[config.mk]
export PLATFORM = sky130hd
export DESIGN_NAME = uart_led_cmd_parser
export DESIGN_NICKNAME = d
export VERILOG_FILES = /design/src/rtl/uart_led_cmd_parser.sv
export SDC_FILE = /design/constraint.sdc
export NUM_CORES = 1
export LEC_CHECK = 0
export ABC_AREA = 1
export CAP_MARGIN = 20
export CORE_MARGIN = 3
export CORE_UTILIZATION = 41
export CTS_BUF_LIST = sky130_fd_sc_hd__clkbuf_8
export CTS_CLUSTER_SIZE = 28
export DETAILED_ROUTE_END_ITERATION = 7
export PLACE_DENSITY = 0.66
export SLEW_MARGIN = 20
export SYNTH_ARGS = -nofsm -noshare
export SYNTH_HDL_FRONTEND = slang
export SYNTH_SLANG_ARGS = --single-unit
[constraint.sdc]
create_clock -name i_Clock -period 4.6 [get_ports i_Clock]
set_clock_uncertainty 0.15 [all_clocks]
set_input_delay 0.46 -clock i_Clock [delete_from_list [all_inputs] [get_ports i_Clock]]
set_output_delay 0.46 -clock i_Clock [all_outputs]
set_load 0.05 [all_outputs]
[src/rtl/uart_led_cmd_parser.sv]
// -----------------------------------------------------------------------------
// uart_led_cmd_parser
//
// Pops bytes from the UART RX FIFO handshake and parses fixed six-byte LED
// command frames:  A5 | ADDR | R | G | B | CHK   with CHK = ADDR^R^G^B.
// A good frame produces a single-cycle LED write strobe and an ACK (0x06);
// a bad checksum or out-of-range address produces a NAK (0x15) and a frame
// error pulse. A stalled frame (inter-byte timeout) is dropped with a frame
// error pulse and no reply. All outputs are registered.
//
// Ports
//   i_Clock        system clock
//   i_Reset        synchronous, active-high reset
//   i_Rx_Data      received byte, valid while i_Data_Ready=1
//   i_Data_Ready   received byte available
//   o_Read_Data    one-cycle pulse consuming the current byte
//   o_Tx_Start     one-cycle pulse requesting transmission of o_Tx_Data
//   o_Tx_Data      ACK/NAK byte, held until the next frame completes
//   i_Busy_TX      transmitter busy
//   o_Wr           one-cycle LED write strobe
//   o_Wr_Addr      LED index (holds last written value)
//   o_Wr_Colour    {R,G,B} (holds last written value)
//   o_Frame_Error  one-cycle pulse on NAK or timeout
// -----------------------------------------------------------------------------
module uart_led_cmd_parser #(
  parameter int LED_COUNT      = 64,
  parameter int TIMEOUT_CYCLES = 100000
) (
  input  logic        i_Clock,
  input  logic        i_Reset,
  input  logic [7:0]  i_Rx_Data,
  input  logic        i_Data_Ready,
  output logic        o_Read_Data,
  output logic        o_Tx_Start,
  output logic [7:0]  o_Tx_Data,
  input  logic        i_Busy_TX,
  output logic        o_Wr,
  output logic [7:0]  o_Wr_Addr,
  output logic [23:0] o_Wr_Colour,
  output logic        o_Frame_Error
);

  localparam int            TW       = $clog2(TIMEOUT_CYCLES);
  localparam logic [TW-1:0] TMO_LAST = TW'(TIMEOUT_CYCLES - 1);
  localparam logic [8:0]    LED_LIM  = 9'(LED_COUNT);
  localparam logic [7:0]    SYNC_B   = 8'hA5;
  localparam logic [7:0]    ACK_B    = 8'h06;
  localparam logic [7:0]    NAK_B    = 8'h15;

  typedef enum logic [2:0] {
    S_IDLE,
    S_ADDR,
    S_RED,
    S_GREEN,
    S_BLUE,
    S_CHECK,
    S_ACK
  } state_t;

  state_t        state_q, state_d;
  logic [1:0]    hold_q, hold_d;      // hold-off cycles remaining after a read
  logic          rd_q, rd_d;
  logic [TW-1:0] tmo_q, tmo_d;
  logic [7:0]    csum_q, csum_d;
  logic [7:0]    addr_q, addr_d;
  logic [7:0]    red_q, red_d;
  logic [7:0]    green_q, green_d;
  logic [7:0]    blue_q, blue_d;
  logic          eval_q, eval_d;      // CHK byte taken, verdict issued next cycle
  logic          ok_q, ok_d;
  logic          tx_start_q, tx_start_d;
  logic [7:0]    tx_data_q, tx_data_d;
  logic          wr_q, wr_d;
  logic [7:0]    wr_addr_q, wr_addr_d;
  logic [23:0]   wr_colour_q, wr_colour_d;
  logic          err_q, err_d;

  logic accept;
  logic in_frame;

  // The upstream ready flag drops late, so a read pulse is followed by a
  // hold-off window during which i_Data_Ready is ignored. No byte is taken
  // while an ACK/NAK is waiting for the transmitter.
  assign accept   = i_Data_Ready && !rd_q && (hold_q == 2'd0) && (state_q != S_ACK);
  assign in_frame = (state_q == S_ADDR) || (state_q == S_RED) || (state_q == S_GREEN) ||
                    (state_q == S_BLUE) || (state_q == S_CHECK);

  always_comb begin
    state_d     = state_q;
    hold_d      = (hold_q != 2'd0) ? hold_q - 2'd1 : 2'd0;
    rd_d        = 1'b0;
    tmo_d       = tmo_q;
    csum_d      = csum_q;
    addr_d      = addr_q;
    red_d       = red_q;
    green_d     = green_q;
    blue_d      = blue_q;
    eval_d      = 1'b0;
    ok_d        = ok_q;
    tx_start_d  = 1'b0;
    tx_data_d   = tx_data_q;
    wr_d        = 1'b0;
    wr_addr_d   = wr_addr_q;
    wr_colour_d = wr_colour_q;
    err_d       = 1'b0;

    if (accept) begin
      rd_d   = 1'b1;
      hold_d = 2'd2;
    end

    // Inter-byte timeout: an accepted byte always beats an expiring count.
    // The verdict cycle after the CHK byte is never timed out.
    if (in_frame) begin
      if (accept) begin
        tmo_d = '0;
      end else if (!eval_q && (tmo_q == TMO_LAST)) begin
        state_d = S_IDLE;
        err_d   = 1'b1;
        tmo_d   = '0;
      end else begin
        tmo_d = tmo_q + TW'(1);
      end
    end else begin
      tmo_d = '0;
    end

    case (state_q)
      S_IDLE: begin
        if (accept && (i_Rx_Data == SYNC_B)) begin
          state_d = S_ADDR;
          csum_d  = 8'h00;
        end
      end
      S_ADDR: begin
        if (accept) begin
          addr_d  = i_Rx_Data;
          csum_d  = csum_q ^ i_Rx_Data;
          state_d = S_RED;
        end
      end
      S_RED: begin
        if (accept) begin
          red_d   = i_Rx_Data;
          csum_d  = csum_q ^ i_Rx_Data;
          state_d = S_GREEN;
        end
      end
      S_GREEN: begin
        if (accept) begin
          green_d = i_Rx_Data;
          csum_d  = csum_q ^ i_Rx_Data;
          state_d = S_BLUE;
        end
      end
      S_BLUE: begin
        if (accept) begin
          blue_d  = i_Rx_Data;
          csum_d  = csum_q ^ i_Rx_Data;
          state_d = S_CHECK;
        end
      end
      S_CHECK: begin
        if (eval_q) begin
          state_d   = S_ACK;
          wr_d      = ok_q;
          err_d     = !ok_q;
          tx_data_d = ok_q ? ACK_B : NAK_B;
          if (ok_q) begin
            wr_addr_d   = addr_q;
            wr_colour_d = {red_q, green_q, blue_q};
          end
        end else if (accept) begin
          eval_d = 1'b1;
          ok_d   = (i_Rx_Data == csum_q) && ({1'b0, addr_q} < LED_LIM);
        end
      end
      S_ACK: begin
        if (!i_Busy_TX) begin
          tx_start_d = 1'b1;
          state_d    = S_IDLE;
        end
      end
      default: state_d = S_IDLE;
    endcase
  end

  always_ff @(posedge i_Clock) begin
    if (i_Reset) begin
      state_q     <= S_IDLE;
      hold_q      <= 2'd0;
      rd_q        <= 1'b0;
      tmo_q       <= '0;
      csum_q      <= 8'h00;
      addr_q      <= 8'h00;
      red_q       <= 8'h00;
      green_q     <= 8'h00;
      blue_q      <= 8'h00;
      eval_q      <= 1'b0;
      ok_q        <= 1'b0;
      tx_start_q  <= 1'b0;
      tx_data_q   <= 8'h00;
      wr_q        <= 1'b0;
      wr_addr_q   <= 8'h00;
      wr_colour_q <= 24'h000000;
      err_q       <= 1'b0;
    end else begin
      state_q     <= state_d;
      hold_q      <= hold_d;
      rd_q        <= rd_d;
      tmo_q       <= tmo_d;
      csum_q      <= csum_d;
      addr_q      <= addr_d;
      red_q       <= red_d;
      green_q     <= green_d;
      blue_q      <= blue_d;
      eval_q      <= eval_d;
      ok_q        <= ok_d;
      tx_start_q  <= tx_start_d;
      tx_data_q   <= tx_data_d;
      wr_q        <= wr_d;
      wr_addr_q   <= wr_addr_d;
      wr_colour_q <= wr_colour_d;
      err_q       <= err_d;
    end
  end

  assign o_Read_Data   = rd_q;
  assign o_Tx_Start    = tx_start_q;
  assign o_Tx_Data     = tx_data_q;
  assign o_Wr          = wr_q;
  assign o_Wr_Addr     = wr_addr_q;
  assign o_Wr_Colour   = wr_colour_q;
  assign o_Frame_Error = err_q;

endmodule
# After elaboration in Yosys (flattened, before gate mapping)
# Index checks and enable logic that the tools add are counted.
# op_classes
n_addsub,2
order_cmp,1
n_eq_ne,12
muxes,24
n_bitwise,6
n_reduce_logical,31
# op_table
op,n
3-bit two-way mux,10
3-bit case mux with 7 select lines,1
17-bit by 1-bit adder with 17-bit output (second input constant),1
17-bit == test (second input constant),1
8-bit two-way mux,2
8-bit case mux with 2 select lines,1
2-bit AND reduction,5
3-bit == test (second input constant),3
3-bit AND reduction,3
3-bit OR reduction,3
8-bit == test,1
8-bit == test (second input constant),1
8-bit by 7-bit < comparator with 1-bit output (second input constant),1
4-bit OR reduction,2
8-bit bitwise XOR,1
1-bit two-way mux,7
3-bit by 2-bit == test with 1-bit output (second input constant),2
1-bit logical AND,6
5-bit two-way mux,1
1-bit NOT,5
1-bit logical OR,4
2-bit two-way mux,2
2-bit nonzero test,2
3-bit by 1-bit == test with 1-bit output (second input constant),1
other kinds (8),10
# word_totals
register_bits,108
output_inout_bits,44

# Longest topological paths before layout
# logic_depth
depth_word,8
mapped_depth,11
depth_no_buf,10

# Least setup slack after synthesis
# Ideal clock, no wire load.
# synth_path
path_kind,reg-to-reg
startpoint,"register rd_q, in the netlist o_Read_Data"
endpoint,register csum_q[5]
setup_ps,113
t_arrival_ps,1524
t_required_ps,4337
path_slack_ps,2813
path_stages_with_launch,10
n_path_buf,1
period_less_slack_ps,1787
path_cell_list,dfxtp_1 -> nor2_1 -> nand3_4 -> inv_1 -> o21ai_2 -> a21oi_4 -> buf_6 -> nand2_1 -> nand2_1 -> nor2_1
# synth_between
elab_chain_len,7
word_cells_on_any_way,8
cone_classes,eq/ne: 2; reduce/logical: 6
# synth_lines
item,line_no,source
start: declaration,62,"logic rd_q, rd_d;"
start signal: assignment,210,rd_q <= rd_d;
1-bit zero test *,84,assign accept = i_Data_Ready && !rd_q && (hold_q == 2'd0) && (state_q != S_ACK);
1-bit logical AND * (3 in series),84,
1-bit logical AND,130,if (accept && (i_Rx_Data == SYNC_B)) begin
2-bit != test (no source line),-,
3-bit AND reduction (no source line) *,-,
end signal: assignment,212,csum_q <= csum_d;
end: declaration,64,"logic [7:0] csum_q, csum_d;"
# Mark *: on every way between the ends. The rest lies on a longest branch, timed or not.
# A chain may end at the register's enable or synchronous reset.

==> flow_summary.ini <==
[outcome]
outcome = finished, final reports clean

[synthesis]
yosys_most_used_dff = dfxtp_1
synth_top_area_frac = 0.476
synth_cells = 544
synth_edf_count = 0
ys_warn_count = 0
synth_area_um2 = 4340
synth_area_leaders = dfxtp_1, nand2_1, nand3_1
synth_top_family_by_area = simple AND/OR/NAND/NOR gates
yosys.area.top_type = dfxtp_1
postSynth.asyncResetShare = 0
post_synth_num_cell_types = 37
ys_ff_latch = 103
synth_compound_area_frac = 0.156
synth_xor_area_frac = 0.0263
syn_area_per_cell_um2 = 7.97
synthSimpleGateAreaFrac = 0.240
yosys-mux-area-fraction = 0
synth-seq-area-share = 0.476
synthAdderAreaFrac = 0.00289

[clock_network]
cts_root_buf = clkbuf_8
cts_buffers = 9
clkSinkCount = 103
cts.htree.levels = 3
clockBufferDepth = 2
cts_hold_buffers = 0
clkTransAtPathRegs_ns = 0.10
clock_latency_ns = 0.37
post_cts_resized = 0
cts_tree = built
cts_setup_buffers = 0

[route]
viasPerCell = 4.91
ant_nets = 0
vias = 3538
firstDrtPassIters = 4
wirelength_um = 8980
drt_iter0_markers = 240
wl_per_cell_um = 12.5
route.detailed.drc = 0

[critical_path]
slowest_delay_ns = 0.74
r2r_cells = 9
critPathTopFamily = buffers and inverters
arrival_ns = 2.57
startpoint_type = input port
cp_num_buf_inv = 3
crit_fanout = 56
r2r_setup_slack_ns = 2.25
worstSetupEndpointType = flop
r2r-end = o_Wr_Colour[4]$_SDFFE_PP0P_
crit_path_start = i_Reset
reg2reg_from = state_q[1]$_SDFF_PP0_
crit_chain = clkdlybuf4s50_1, inv_2, buf_4, o21ai_0, a21oi_1
worst_setup_path_endpoint = addr_q[7]$_SDFFE_PP0P_
crit_slowest_cell = inv_2
crit_required_ns = 4.75
critical_path_class = input port to flop
crit_cells = 5

[die]
chipWidth_um = 109
initial_utilization = 0.432
fp.dieH_um = 109
die_area_um2 = 11800
row_count = 36
ios = 56
coreArea_um2 = 10000

[global_route]
grtUsageTotal = 0.164
grt_pass1_wl_um = 15500
grt.busiest_layer = met2
use_met1 = 0.206
grt_max_degree = 57
use_met2 = 0.273
grt_pass1_vias = 3359
use_met3 = 0.0444
antenna_found_initial = 0
grt-ovfl-total = 0

[worst_hold_path]
hold_class = flop to flop

[sta]
hold_slack_ns = 0.304
grt_setup_unrepaired = false
fin_tns_setup_ns = 0
clock.fmax_mhz = 412
slew_viol_final = 0
timing.final.crit_share = 0.527
tightest_slew_ns = 0.807
min_period_ns = 2.43
setup_viol = 0
finalHoldViolCount = 0
slew-limit-headroom = 0.461

[placed_design]
dp.final_hpwl_um = 6340
gp_congestion = 0.843
portBuffers = 51

[cells_and_area]
layout_commonest_cell = dfxtp_1
final_core_util = 0.501
drive_above_1_share = 0.101
antenna_cells = 0
finalNetCount = 595
final_cell_mix = dfxtp_1, nand2_1, inv_1
area_growth_pct = 16.1
nFillCells = 986

[power]
p_sw_frac = 0.256
switching_power_mw = 0.388
p_seq_frac = 0.590
vdd.ir_drop.worst_mv = 0.192
p_leak_nw = 1.80
pwr-share-clk = 0.362
p_int_mw = 1.13
powerDensity_nw_per_um2 = 301
total_power_mw = 1.52
power_frac_comb = 0.047

[flow_run]
cap_viol_max_count = 0
[worst reg2reg max path, delay by kind of cell, from the launching register on]
family | cells | cell delay [ns]
compound gates | 1 | 0.12
buf+inv | 4 | 0.99
simple gates | 4 | 0.31
flops | 1 | 0.66
[stage by stage]
stage / setup slack, ns / cell area, um^2 / std cells
CTS: 2.19 / 5030 / 720
detailed placement: 1.79 / 4840 / 704
finish: 2.17 / 5030 / 720
floorplan: 2.81 / 4350 / 547
global placement: 1.92 / 4840 / 704
global route: 2.00 / 5030 / 720
[area by class of cell]
cell class                 instances  area, um^2  area share
clock buffer                       9         124      0.0246
sequential                       103        2060       0.410
tap                              133         166      0.0331
timing repair buffer              52         518       0.103
multi-input combinational        356        1860       0.369
inverter                          60         233      0.0462
clock inverter                     7        72.6      0.0144
[cell families after synthesis]
kind of cell	count (synthesis)
xor gates and xnor gates	13
AOI/OAI and AO/OA	114
DFF	103
adders and majority gates	1
buffers and inverters	88
and+or+nand+nor	224
other	1
[metal layers]
metal  part of all wire  vias to the layer above
met5                  0                        -
met4              0.015                        0
met3              0.042                       13
met2               0.47                       56
met1               0.47                     1636
li1                   -                     1833
[synthesized netlist by cell type, types with 2 or more instances]
library cell and n:
buf_4 7, xor2_1 5, nand2_2 4, nand2_1 87
xnor2_1 8, o21a_1 2, nand4_1 5, a31oi_1 2
nand3_4 2, inv_2 3, nor2_4 2, nor2_2 2
dfxtp_1 103, a21oi_1 47, nor4_1 2, buf_2 8
nor3_1 14, o21ai_2 22, clkbuf_1 5, inv_1 55
buf_6 7, nand3_1 49, nor2_1 51, nor3b_1 2
o21ai_0 38
[flip-flops by register name, summed over array words and instances, names as in the netlist]
register       count
o_Tx_Data          3
o_Wr               1
o_Wr_Colour       24
o_Read_Data        1
o_Wr_Addr          8
blue_q             8
o_Frame_Error      1
red_q              8
green_q            8
hold_q             2
csum_q             8
o_Tx_Start         1
tmo_q             17
eval_q             1
ok_q               1
addr_q             8
state_q            3
[power groups by stage]
stage | Sequential [mW] | Combinational [mW] | Clock, mW
floorplan | 0.918 | 0.0461 | 0
global placement | 0.916 | 0.0709 | 0
detailed placement | 0.916 | 0.0716 | 0
CTS | 0.896 | 0.0720 | 0.570
global route | 0.896 | 0.0789 | 0.612
finish | 0.895 | 0.0718 | 0.550
[worst min-delay path by stage]
stage / from / cells past startpoint / endpoint
floorplan: addr_q[0]$_SDFFE_PP0P_ / 2 / o_Wr_Addr[0]$_SDFFE_PP0P_
detailed placement: red_q[2]$_SDFFE_PP0P_ / 2 / o_Wr_Colour[18]$_SDFFE_PP0P_
global route: hold_q[0]$_SDFF_PP0_ / 1 / hold_q[0]$_SDFF_PP0_
finish: green_q[2]$_SDFFE_PP0P_ / 2 / o_Wr_Colour[10]$_SDFFE_PP0P_
CTS: green_q[2]$_SDFFE_PP0P_ / 2 / o_Wr_Colour[10]$_SDFFE_PP0P_
global placement: tmo_q[0]$_SDFF_PP0_ / 1 / tmo_q[0]$_SDFF_PP0_
No activity file was read; power rests on OpenSTA's default activity.
